<file path="src/rtl/vend_pkg.sv">
// Shared coin codes, state encoding and coin valuation for the vending credit controller.
package vend_pkg;

    localparam logic [1:0] COIN_NONE = 2'b00;
    localparam logic [1:0] COIN_1    = 2'b01;
    localparam logic [1:0] COIN_2    = 2'b10;
    localparam logic [1:0] COIN_5    = 2'b11;

    typedef enum logic [1:0] {
        ST_IDLE   = 2'd0,
        ST_VEND   = 2'd1,
        ST_CHANGE = 2'd2
    } state_e;

    // Credit units carried by a coin code; COIN_NONE is worth nothing.
    function automatic logic [2:0] coin_value(input logic [1:0] code);
        logic [2:0] v;
        case (code)
            COIN_1:  v = 3'd1;
            COIN_2:  v = 3'd2;
            COIN_5:  v = 3'd5;
            default: v = 3'd0;
        endcase
        return v;
    endfunction

endpackage

</file>
<file path="src/rtl/vend_change_unit.sv">
// Change payout loop: greedy coin choice from the registered credit, valid/ack
// handshake toward the hopper, and the credit remaining after an accepted coin.
module vend_change_unit
    import vend_pkg::*;
#(
    parameter int CREDIT_W = 4
) (
    input  logic                active,
    input  logic [CREDIT_W-1:0] credit,
    input  logic                ack,
    output logic [1:0]          coin_code,
    output logic                coin_valid,
    output logic [CREDIT_W-1:0] credit_next,
    output logic                done
);

    logic [CREDIT_W-1:0] coin_val;

    // Greedy coin selection and handshake; purely a decode of registered state and credit plus ack.
    always_comb begin
        coin_code   = COIN_NONE;
        coin_valid  = 1'b0;
        coin_val    = '0;
        credit_next = credit;
        done        = 1'b0;
        if (active) begin
            coin_valid = 1'b1;
            if (credit >= CREDIT_W'(5)) begin
                coin_code = COIN_5;
            end else if (credit >= CREDIT_W'(2)) begin
                coin_code = COIN_2;
            end else begin
                coin_code = COIN_1;
            end
            coin_val = CREDIT_W'(coin_value(coin_code));
            if (ack) begin
                // Saturate at zero so a stray zero-credit entry can never wrap.
                if (coin_val >= credit) begin
                    credit_next = '0;
                    done        = 1'b1;
                end else begin
                    credit_next = credit - coin_val;
                end
            end
        end
    end

endmodule

</file>
<file path="src/rtl/vend_credit_controller.sv">
// Credit-and-change sequencer: accumulates coins, dispenses a soda on select,
// then pays back the remainder one coin per hopper handshake.
//
//   state     | meaning
//   ----------+-----------------------------------------------------------
//   ST_IDLE   | accepting coins; cancel refunds, sel vends when credit >= PRICE
//   ST_VEND   | soda pulse cycle; credit already holds the change due
//   ST_CHANGE | offering change coins to the hopper until credit reaches 0
module vend_credit_controller
    import vend_pkg::*;
#(
    parameter int PRICE      = 6,
    parameter int MAX_CREDIT = 12,
    parameter int CREDIT_W   = 4
) (
    input  logic                clk,
    input  logic                reset,
    input  logic [1:0]          coin_in,
    input  logic                sel,
    input  logic                cancel,
    input  logic                coin_out_ack,
    output logic                soda,
    output logic [1:0]          coin_out,
    output logic                coin_out_valid,
    output logic                coin_reject,
    output logic [CREDIT_W-1:0] credit,
    output logic                busy
);

    localparam int SUM_W = CREDIT_W + 1;

    state_e              state_q, state_d;
    logic [CREDIT_W-1:0] credit_q, credit_d;
    logic                soda_q, soda_d;
    logic                coin_reject_q, coin_reject_d;

    logic [SUM_W-1:0]    coin_v;
    logic [SUM_W-1:0]    coin_sum;
    logic [SUM_W-1:0]    accepted_v;
    logic [SUM_W-1:0]    total;
    logic                coin_fits;
    logic                in_idle;

    logic [1:0]          chg_coin;
    logic                chg_valid;
    logic [CREDIT_W-1:0] chg_credit_next;
    logic                chg_done;

    vend_change_unit #(
        .CREDIT_W (CREDIT_W)
    ) u_change (
        .active      (state_q == ST_CHANGE),
        .credit      (credit_q),
        .ack         (coin_out_ack),
        .coin_code   (chg_coin),
        .coin_valid  (chg_valid),
        .credit_next (chg_credit_next),
        .done        (chg_done)
    );

    // Next-state logic: coin is credited first, then cancel, then sel, all in one cycle.
    always_comb begin
        in_idle       = (state_q == ST_IDLE);
        coin_v        = SUM_W'(coin_value(coin_in));
        coin_sum      = {1'b0, credit_q} + coin_v;
        coin_fits     = (coin_sum <= SUM_W'(MAX_CREDIT));
        accepted_v    = (in_idle && coin_fits) ? coin_v : '0;
        total         = {1'b0, credit_q} + accepted_v;
        coin_reject_d = (coin_in != COIN_NONE) && !(in_idle && coin_fits);
        state_d       = state_q;
        credit_d      = credit_q;
        case (state_q)
            ST_IDLE: begin
                credit_d = CREDIT_W'(total);
                if (cancel) begin
                    if (total != '0) state_d = ST_CHANGE;
                end else if (sel && (credit_q >= CREDIT_W'(PRICE))) begin
                    credit_d = CREDIT_W'(total - SUM_W'(PRICE));
                    state_d  = ST_VEND;
                end
            end
            ST_VEND: begin
                state_d = (credit_q != '0) ? ST_CHANGE : ST_IDLE;
            end
            ST_CHANGE: begin
                credit_d = chg_credit_next;
                if (chg_done) state_d = ST_IDLE;
            end
            default: begin
                state_d  = ST_IDLE;
                credit_d = '0;
            end
        endcase
        soda_d = (state_d == ST_VEND);
    end

    // State, credit and pulse outputs; reset wins over every input in the same cycle.
    always_ff @(posedge clk) begin
        if (reset) begin
            state_q       <= ST_IDLE;
            credit_q      <= '0;
            soda_q        <= 1'b0;
            coin_reject_q <= 1'b0;
        end else begin
            state_q       <= state_d;
            credit_q      <= credit_d;
            soda_q        <= soda_d;
            coin_reject_q <= coin_reject_d;
        end
    end

    assign soda           = soda_q;
    assign coin_reject    = coin_reject_q;
    assign credit         = credit_q;
    assign busy           = (state_q != ST_IDLE);
    assign coin_out       = chg_coin;
    assign coin_out_valid = chg_valid;

endmodule

</file>
<file path="config.mk">
export PLATFORM = sky130hd
export DESIGN_NAME = vend_credit_controller
export DESIGN_NICKNAME = d
export VERILOG_FILES = /design/src/rtl/vend_pkg.sv /design/src/rtl/vend_change_unit.sv /design/src/rtl/vend_credit_controller.sv
export SDC_FILE = /design/constraint.sdc
export NUM_CORES = 1
export LEC_CHECK = 0
export ABC_AREA = 1
export BUFFER_PORTS_ARGS = -buffer_cell sky130_fd_sc_hd__buf_4
export CAP_MARGIN = 15
export CORE_MARGIN = 3
export CORE_UTILIZATION = 60
export DETAILED_ROUTE_END_ITERATION = 6
export PLACE_DENSITY = 0.88
export SETUP_SLACK_MARGIN = 0.02
export SYNTH_ARGS = -nofsm -noshare
export SYNTH_HDL_FRONTEND = slang
export SYNTH_HIERARCHICAL = 1
export SYNTH_SLANG_ARGS = --single-unit
</file>
<file path="constraint.sdc">
create_clock -name clk -period 7.3 [get_ports clk]
set_input_delay 0.365 -clock clk [delete_from_list [all_inputs] [get_ports clk]]
set_output_delay 0.365 -clock clk [all_outputs]
set_load 0.01 [all_outputs]
</file>
After elaboration in Yosys (flattened, before gate mapping)
Index checks and enable logic that the tools add are counted.
{ "totals": {"ram_bits": 0, "regBits": 8, "elab_cells": 57, "latch_bits": 0, "rom_bits": 0, "mem_count": 0} }
{ "classes": {"multipliers": 0, "eq_ne": 10, "div_mod_pow": 0, "bitwise_logic": 1, "n_reduce_logical": 10, "n_mux": 23, "n_addsub": 4, "magnitude_cmp": 5, "n_shift": 0} }
{ "op_table": {"columns": ["operator", "count"], "rows": [
  ["2-bit 2-to-1 mux", 9],
  ["3-bit one-hot mux with 3 select lines", 2],
  ["4-bit 2-to-1 mux", 4],
  ["4-bit one-hot mux with 3 select lines", 1],
  ["4-bit by 3-bit adder with 5-bit output", 2],
  ["2-bit == test (second input constant)", 5],
  ["2-bit by 1-bit == test with 1-bit output (second input constant)", 4],
  ["4-bit by 3-bit greater-or-equal comparator with 1-bit output (second input constant)", 2],
  ["3-bit 2-to-1 mux", 2],
  ["2-bit one-hot mux with 3 select lines", 1],
  ["5-bit by 4-bit <= comparator with 1-bit output (second input constant)", 1],
  ["5-bit nonzero test", 1],
  ["3-bit by 4-bit greater-or-equal comparator with 1-bit output", 1],
  ["4-bit by 2-bit greater-or-equal comparator with 1-bit output (second input constant)", 1],
  ["1-bit 2-to-1 mux", 4],
  ["2-bit nonzero test", 2],
  ["4-bit nonzero test", 1],
  ["4-bit by 3-bit subtractor with 4-bit output", 1],
  ["4-bit by 3-bit subtractor with 4-bit output (second input constant)", 1],
  ["1-bit logical AND", 3],
  ["2-bit zero test", 1],
  ["2-bit != test (second input constant)", 1],
  ["2-bit AND reduction", 1],
  ["1-bit zero test", 1],
  ["1-bit inverter", 1]
]} }

Longest topological paths before layout
Gate-level depths: netlist (run 1).
{ "logic_depth": {"depth_word": 14, "depth_mapped": 23, "mapped_depth_nobuf": 22} }

Hierarchy
Netlist (run 1), hierarchy kept.
{ "modules_own_cells": {"columns": ["mod", "seq_area_each_um2", "n_inst", "cells_per_inst", "area_each_um2"], "rows": [
  ["vend_credit_controller", 160.2, 1, 125, 793.3],
  ["vend_change_unit", 0.0, 1, 48, 265.3]
]} }

Worst setup path before layout (run 1)
Ideal clock, no wire load.
{ "synth_path": {"kind": "reg2reg", "start": "register credit_q[1] (netlist: credit[1])", "end": "register credit_q[3] (netlist: credit[3])", "n_path_buf": 0, "synth_period_minus_slack_ns": 3.103, "setup_ns": 0.070, "t_arrival_ns": 3.033, "setup_slack_ns": 4.197, "stages_incl_launch_ff": 21, "path_cell_list": "dfxtp_1 -> inv_1 -> fa_1 -> inv_1 -> o21ai_0 -> nor2_1 -> nand3_1 -> nand2_1 -> nor2_1 -> ha_1 -> inv_1 -> fa_1 -> inv_1 -> nand2_1 -> nand2_1 -> inv_1 -> ha_1 -> nand3b_1 -> nand3_1 -> nand3_1 -> a21oi_1"} }
{ "synth_via": {"elab_chain_len": 11, "word_cells_on_any_way": 25} }
{ "synth_lines": {"columns": ["item", "line_no", "source"], "rows": [
  ["start, declared", "vend_credit_controller.sv:33", "logic [CREDIT_W-1:0] credit_q, credit_d;"],
  ["start signal, assigned", "vend_credit_controller.sv:106", "credit_q <= credit_d;"],
  ["parallel branches: the longest is 10 deep, another holds 4-bit by 3-bit adder with 5-bit output", null, null],
  ["4-bit one-hot mux with 3 select lines (*)", "vend_credit_controller.sv:72", "case (state_q)"]
]} }
Every way passes the cells marked *. The select of a mux whose other input is x is not followed.
A chain may end at the register's enable or synchronous reset.

Final worst setup path (run 1)
Same ends and word-level chain as after synthesis.

==> metrics, run 1 <==
hold path start reset; crit path capture type register; Worst Path Required 7480 ps; status finished clean; synthesized cell area 0.00106 sq mm; CP startpoint kind register; GRT Resource Usage Total 24.3%; drt drc 0; RSZ-0062 raised after global routing no; Antenna Violating Nets Remaining 0; via/cell ratio 5.49; DR vias 1130; fin. max-slew vios 0; Max VDD drop 0.257 mV; area added between synthesis and finish 14.3%; CTS tree yes; drt wl/cell 12.1 um; Hold WC Path Type in2reg; antenna violations before repair 0; Post-CTS Resized 0; setup TNS 0 ps; IO Count 17; synth top area cells dfxtp_1, nand2_1, inv_1; post-synthesis async set-or-reset flop share 0%; setup violators final 0; Min Clock Period, post-route 3460 ps; worst endpoint data arrival time 3640 ps; top_reg_cell synth dfxtp_1; die area 0.00230 sq mm; final period utilization 47.4%; Post-synth top cells nand2_1, inv_1, nand3_1, nor2_1, a21oi_1; CTS buffer count 3; routability cong. 0.837; Avg Cell Area, Syn 6.12 sq um; RR Startpoint credit[1]; Lkg Pwr 0.000702 uW; hold slack 312 ps; WS Path Type reg2reg; sequential cell area fraction in the yosys report 15.1%; H-tree levels 1; Max Clk Rate 289 MHz; Gate Count Post-Synth 173; dpl hpwl 2030 um; Nets 212; r2r setup slk 3840 ps; first-pass GRT wire length 3760 um; worst slew pin tran 465 ps; layout cell share with drive strength beyond 1 20.0%; clk buf depth 2; DR pass1 iterations 4; Final Skew 10.0 ps; final hold violations 0; drt total wl 2490 um; clk slew on worst S/H paths 60 ps; core box area 0.00158 sq mm; Iter 0 DRT Violations 42; worst-path fanout max 7; clk sink count 8; max-cap viol count 0; Die H 48 um; Hold EP credit[1]; pwr dens 484 mW/mm^2; total grt overflow 0; Slew HR 69.0%; count leader, synth nand2_1; synth warn 6; pin count of the biggest net entering global routing 12; Netlist cell types 28; worst-case reg-to-reg path depth 21; Post-Syn Nets 193; EDFF count, synth 0; Cell Rows 14; diode count 0; hold buffers post-CTS 0; area leader, netlist dfxtp_1; CP startpoint credit[1]; Root Buffer clkbuf_4; Hold Path Stages 2; total setup buffers inserted after CTS 0; Die W 48 um; Clk Latency, worst-skew pair 260 ps; post-synthesis register bit count 8; count of input and output buffers 16; Starting Density 67.1%; proportion of netlist area held by the largest area contributor 15.1%; R2R Path End credit[3]; vias in the first global route 920
[how the worst max path moves through the flow]
stage	end	slack, ps	depth (start not counted)
after floorplan	credit[3]	4200	20
after global placement	credit[3]	4050	20
after detailed placement	credit[3]	3910	21
after CTS	credit[3]	3890	20
after global routing	credit[3]	3610	20
final	credit[3]	3840	21
[per-stage QoR]
stage / util (%) / std cells / cell area, sq um / total power [uW] / setup WS (ps)
CTS: 76.7 / 206 / 1210 / 583 / 3890
global placement: 75.3 / 203 / 1190 / 527 / 4050
detailed placement: 75.3 / 203 / 1190 / 544 / 3910
floorplan: - / 173 / 1060 / 431 / 4200
global route: 76.7 / 206 / 1210 / 650 / 3610
finish: 76.7 / 206 / 1210 / 585 / 3840
[critical path, cell delays in order, from the launching register on]
cell and delay [ps]:
dfxtp_1 490, inv_1 190, fa_1 430, inv_1 90, nand2_1 70, nand2_1 90, o21ai_0 90, nand3_1 130
nand2_1 80, nor2_1 100, ha_1 200, inv_1 60, fa_1 390, inv_1 70, nand2_1 60, nand2_1 90
inv_1 50, ha_1 190, nand3b_1 150, nand3_1 90, nand3_1 70, a21oi_1 160
[per-layer routing]
| metal | routed length (um) | global-route usage, % |
|---|---|---|
| met1 | 1030 | 26.6 |
| met2 | 1250 | 43.0 |
| met3 | 159 | 7.14 |
| met4 | 48 | 10.2 |
| met5 | 0 | 0 |
[sequential cells by signal, summed over array words and instances, names as in the netlist]
signal       cells
coin_reject      1
soda             1
state_q          2
credit           4
[cell families after synthesis]
logic type / count (synthesis) / share of synthesized area, %
AOI/OAI and AO/OA: 25 / 13.2
xor gates and xnor gates: 1 / 0.828
buffers and inverters: 43 / 15.7
adders and majority gates: 13 / 17.5
and+or+nand+nor: 83 / 37.6
DFF: 8 / 15.1
[where the power goes]
group	leakage [uW]	switching (uW)	internal, uW
registers	0.0000654	30.5	58.8
clock network	0.0000138	14.8	18.8
logic	0.000623	279	184
total	0.000702	324	261
[cells in the final DEF (no fill, tap or decap)]
cell	Yosys	routed
nand2_2	4	4
buf_4	1	16
nand3_2	1	1
a21oi_1	11	11
nor3_1	3	3
fa_1	3	3
nand4_1	1	1
ha_1	10	10
dfxtp_1	8	8
o211ai_1	1	1
inv_1	36	36
a31oi_1	1	1
inv_2	4	4
o21ai_1	3	3
nor2_2	2	2
nor2_1	15	15
nor2_8	1	1
nand3_1	15	15
clkinv_2	1	1
o21ai_2	1	1
clkbuf_4	0	3
nand2_1	37	37
nand2_4	2	2
xnor2_1	1	1
nand3b_1	1	1
o21ai_0	6	6
a21oi_2	2	2
or2_4	1	1
[layout make-up]
type	count	area [sq um]
Inverter	41	155
Clock buffer	3	22.5
Sequential cell	8	160
Timing Repair Buffer	16	120
Multi-Input combinational cell	122	732
Tap cell	16	20.0
Fill cell	133	367
Note: power is estimated with default switching activity, not from simulation.
==> run 2: changes to the inputs <==
CORE_UTILIZATION = 50   (was 60)
PLACE_DENSITY = 0.79   (was 0.88)
clock period = 2.8 ns   (was 7.3 ns; I/O delays follow)
==> metrics, run 2 (synthesis results as in run 1) <==
utilization after layout 72.5%; antenna violations before repair 0; fin. max-slew vios 0; most frequent CP cell inv_2; die area 0.00271 sq mm; clk buf depth 2; pwr dens 1260 mW/mm^2; fin worst setup slack -193 ps; via/cell ratio 5.15; Critical Path Max Stage Delay 540 ps; vias in the first global route 1112; clk slew on worst S/H paths 60 ps; DR vias 1210; worst endpoint data arrival time 3190 ps; layout cell share with drive strength beyond 1 38.0%; most frequent cells in the layout nand2_1, buf_4, inv_1, nand3_1, nor2_1; Iter 0 DRT Violations 37; H-tree levels 1; leading cell type in the layout, fill and taps excluded nand2_1; sequence of cells on the critical path ha_4 -> inv_2 -> fa_2 -> inv_2 -> o21ai_2 -> nor2_1 -> nand3_1 -> nand2_2 -> nor2_1 -> ha_2 -> inv_2 -> fa_2 -> inv_2 -> ha_4 -> nand3b_1 -> nand3_1 -> nand3_1 -> a21oi_2; Min Clock Period, post-route 2990 ps; drt total wl 2850 um; Starting Density 53.4%; crit path capture type register; Hold WC Path Type in2reg; CTS buffer count 3; area added between synthesis and finish 35.8%; Antenna Violating Nets Remaining 0; worst-path fanout max 2; Die W 52.0 um; final period utilization 107%; Clk Latency, worst-skew pair 270 ps; Nets 229; CP startpoint kind register; final hold violations 0; Die H 52.0 um; total power 1810 uW; drt wl/cell 12.1 um; count of input and output buffers 16; failing checks negative setup slack; status complete, but fails checks; Worst Path Required 3000 ps; WS Path Type reg2reg; pin count of the biggest net entering global routing 9; dpl hpwl 2150 um; R2R Path End credit[3]; Root Buffer clkbuf_4; setup violators final 3; Cell Rows 16; CP startpoint credit[0]; max reg flops 4; clk sink count 8; Slew HR 78.5%; diode count 0; total grt overflow 0; Max Clk Rate 334 MHz; critical path depth in cells 18; max-cap viol count 0; worst slew pin tran 322 ps; r2r setup slk -190 ps; worst-case reg-to-reg path depth 18; delay-heaviest family, CP adder cells; Fill cells 157; first-pass GRT wire length 4760 um; drt drc 0; RR Startpoint credit[0]; routability cong. 0.838; Critical-path top delay cell fa_2; IO Count 17; setup TNS -357 ps; Critical path destination credit[3]; GRT Resource Usage Total 23.1%; CP bufs+invs 4; Lkg Pwr 0.000783 uW; Final Skew 13.0 ps; DR pass1 iterations 4; hold buffers post-CTS 0; core box area 0.00198 sq mm; CTS tree yes; hold path start reset; RSZ-0062 raised after global routing yes; Max VDD drop 0.696 mV
[run 2: worst min path at each step]
stage	slack, ps	cells after the start	to
floorplan	200	1	credit[1]
global placement	350	2	credit[1]
detailed placement	350	2	credit[1]
CTS	80	2	credit[1]
global route	90	2	credit[2]
finish	90	2	credit[2]
[run 2: metrics by stage]
step,setup WS (ps),hold slack [ps],area (sq um),cells
after detailed placement,-185,350,1320,226
final,-193,85.7,1440,235
after CTS,-150,80.2,1400,235
after global routing,-334,90.1,1440,235
after floorplan,-94.6,199,1080,173
after global placement,-146,349,1320,226
[run 2: timing repair]
item	4_1_cts	5_1_grt
buffers inserted	5	0
endpoints found under the setup margin	3	4
pin swaps	10	5
cloned	0	0
gates resized for setup	8	12
[run 2: cell type report]
class,instances,area [sq um],share of cell area [%]
repair buffers,33,255,17.8
multi-input cells,122,800,55.6
clock buffers,4,26.3,1.83
inverters,41,155,10.8
flip-flops and latches,8,168,11.7
well taps,27,33.8,2.35
[run 2: worst register-to-register path: cells and delay by family, from the launching register on]
family,cells,cell delay (ps)
buf+inv,4,160
compound gates,2,220
fa+ha+maj,5,1530
flops,1,360
simple gates,7,660
[run 2: metal layers]
metal / wire [um] / vias to the layer above / part of all wire (%) / global-route usage [%]
li1: - / 607 / - / -
met1: 1160 / 562 / 41 / 27.6
met2: 1540 / 36 / 54 / 43.1
met3: 103 / 5 / 3.6 / 0.860
met4: 46 / 0 / 1.6 / 7.86
met5: 0 / - / 0 / 0
[run 2: report_power, final]
part | internal, uW | switching, uW | leakage [uW]
Clock | 54.9 | 44.9 | 0.0000150
Sequential | 162 | 31.0 | 0.0000667
Combinational | 653 | 869 | 0.000701
==> run 3: changes to the inputs <==
BUFFER_PORTS_ARGS = -buffer_cell sky130_fd_sc_hd__buf_2   (was -buffer_cell sky130_fd_sc_hd__buf_4)
==> metrics, run 3 (synthesis results as in run 1) <==
status complete, but fails checks; failing checks negative setup slack; crit path capture type register; FF/Latch Area 168 sq um; RSZ-0062 raised after global routing yes; area added between synthesis and finish 32.3%; IO Count 17; pwr dens 1310 mW/mm^2; Worst Path Required 2980 ps; dpl hpwl 2160 um; hold buffers post-CTS 0; hold path start reset; diode count 0; Hold WC Path Type in2reg; area of the multi-input gates 815 sq um; setup TNS -614 ps; total grt overflow 0; clk buf depth 2; first-pass GRT wire length 4660 um; Max VDD drop 0.697 mV; drt wl/cell 12.1 um; layout cell share with drive strength beyond 1 37.4%; hold slack 132 ps; Cell Rows 16; Max Clk Rate 322 MHz; final period utilization 111%; worst-path fanout max 2; Slew HR 80.9%; Die W 52.0 um; max reg flops 4; via/cell ratio 5.02; drt total wl 2820 um; Starting Density 53.4%; Final Skew 10.3 ps; Min Clock Period, post-route 3100 ps; utilization after layout 70.6%; routability cong. 0.863; leading cell type in the layout, fill and taps excluded nand2_1; fin worst setup slack -302 ps; Placed Area 0.00128 sq mm; CTS buffer count 3; H-tree levels 1; DR pass1 iterations 4; DR vias 1170; worst-case reg-to-reg path depth 18; cell area after layout 0.00140 sq mm; most frequent cells in the layout nand2_1, inv_1, buf_2, nor2_1; Iter 0 DRT Violations 19; r2r setup slk -300 ps; GRT Resource Usage Total 22.1%; final hold violations 0; Lkg Pwr 0.000779 uW; Hold Path Stages 2; pin count of the biggest net entering global routing 10; worst slew pin tran 286 ps; WS Path Type reg2reg; antenna violations before repair 0; Die H 52.0 um; Fill cells 166; count of input and output buffers 16; RR Startpoint credit[0]; R2R Path End credit[3]; Hold EP credit[1]; setup violators final 3; CTS tree yes; max-cap viol count 0; vias in the first global route 1103; drt drc 0; worst endpoint data arrival time 3280 ps; core box area 0.00198 sq mm; Root Buffer clkbuf_4; Antenna Violating Nets Remaining 0; CP startpoint kind register; clk slew on worst S/H paths 60 ps; clk sink count 8; Nets 227; fin. max-slew vios 0; die area 0.00271 sq mm; Clk Latency, worst-skew pair 260 ps
[run 3: cell types whose count changed in the layout (fill, tap and decap cells not counted), sizes merged]
cell and delta:
buf -2
[run 3: per-layer routing]
| metal | part of all wire [%] | wire [um] | GRT usage, % |
|---|---|---|---|
| met1 | 40 | 1140 | 26.8 |
| met2 | 54 | 1520 | 41.2 |
| met3 | 4.8 | 135 | 1.72 |
| met4 | 0.71 | 20 | 5.24 |
| met5 | 0 | 0 | 0 |
[run 3: where the power goes]
part,switching [uW],internal [uW],total (uW)
logic,906,638,1540
registers,26.2,161,188
clock network,41.2,54.6,95.9
[run 3: final cells by class]
| class | count | area share, % |
|---|---|---|
| Tap cell | 27 | 2.41 |
| Multi-Input combinational cell | 122 | 58.2 |
| Sequential cell | 8 | 12.0 |
| Timing Repair Buffer | 31 | 14.3 |
| Inverter | 41 | 11.3 |
| Clock buffer | 4 | 1.88 |
[run 3: what timing repair did]
action | CTS | global route
pin swaps | 9 | 14
setup buffers | 3 | 0
resized for setup | 2 | 20
cloned | 0 | 0
endpoints found under the setup margin | 3 | 4
[run 3: how the worst max path moves through the flow]
| stage | startpoint | end | slack, ps |
|---|---|---|---|
| 6_report | credit[0] | credit[3] | -300 |
| 5_1_grt | credit[0] | credit[3] | -480 |
| 4_1_cts | credit[0] | credit[3] | -240 |
| 3_5_place_dp | credit[0] | credit[3] | -240 |
| 3_3_place_gp | credit[0] | credit[3] | -100 |
| 2_1_floorplan | credit[0] | credit[3] | -90 |
[run 3: critical path: stages (launching register included)]
cell and delay, ps:
dfxtp_4 360, ha_4 130, inv_2 30, fa_1 460
inv_1 40, o21ai_1 110, nor2_1 60, nand3_1 110
nand2_1 90, nor2_2 120, ha_2 200, inv_2 40
fa_2 550, inv_2 60, ha_4 150, nand3b_1 170
nand3_2 100, nand3_2 90, a21oi_2 150
[run 3: stage by stage]
stage	setup WS, ps	power [uW]	std cells
3_3_place_gp	-104	1480	226
3_5_place_dp	-239	1530	226
6_report	-302	1830	233
2_1_floorplan	-94.6	1160	173
5_1_grt	-477	2010	233
4_1_cts	-237	1680	233
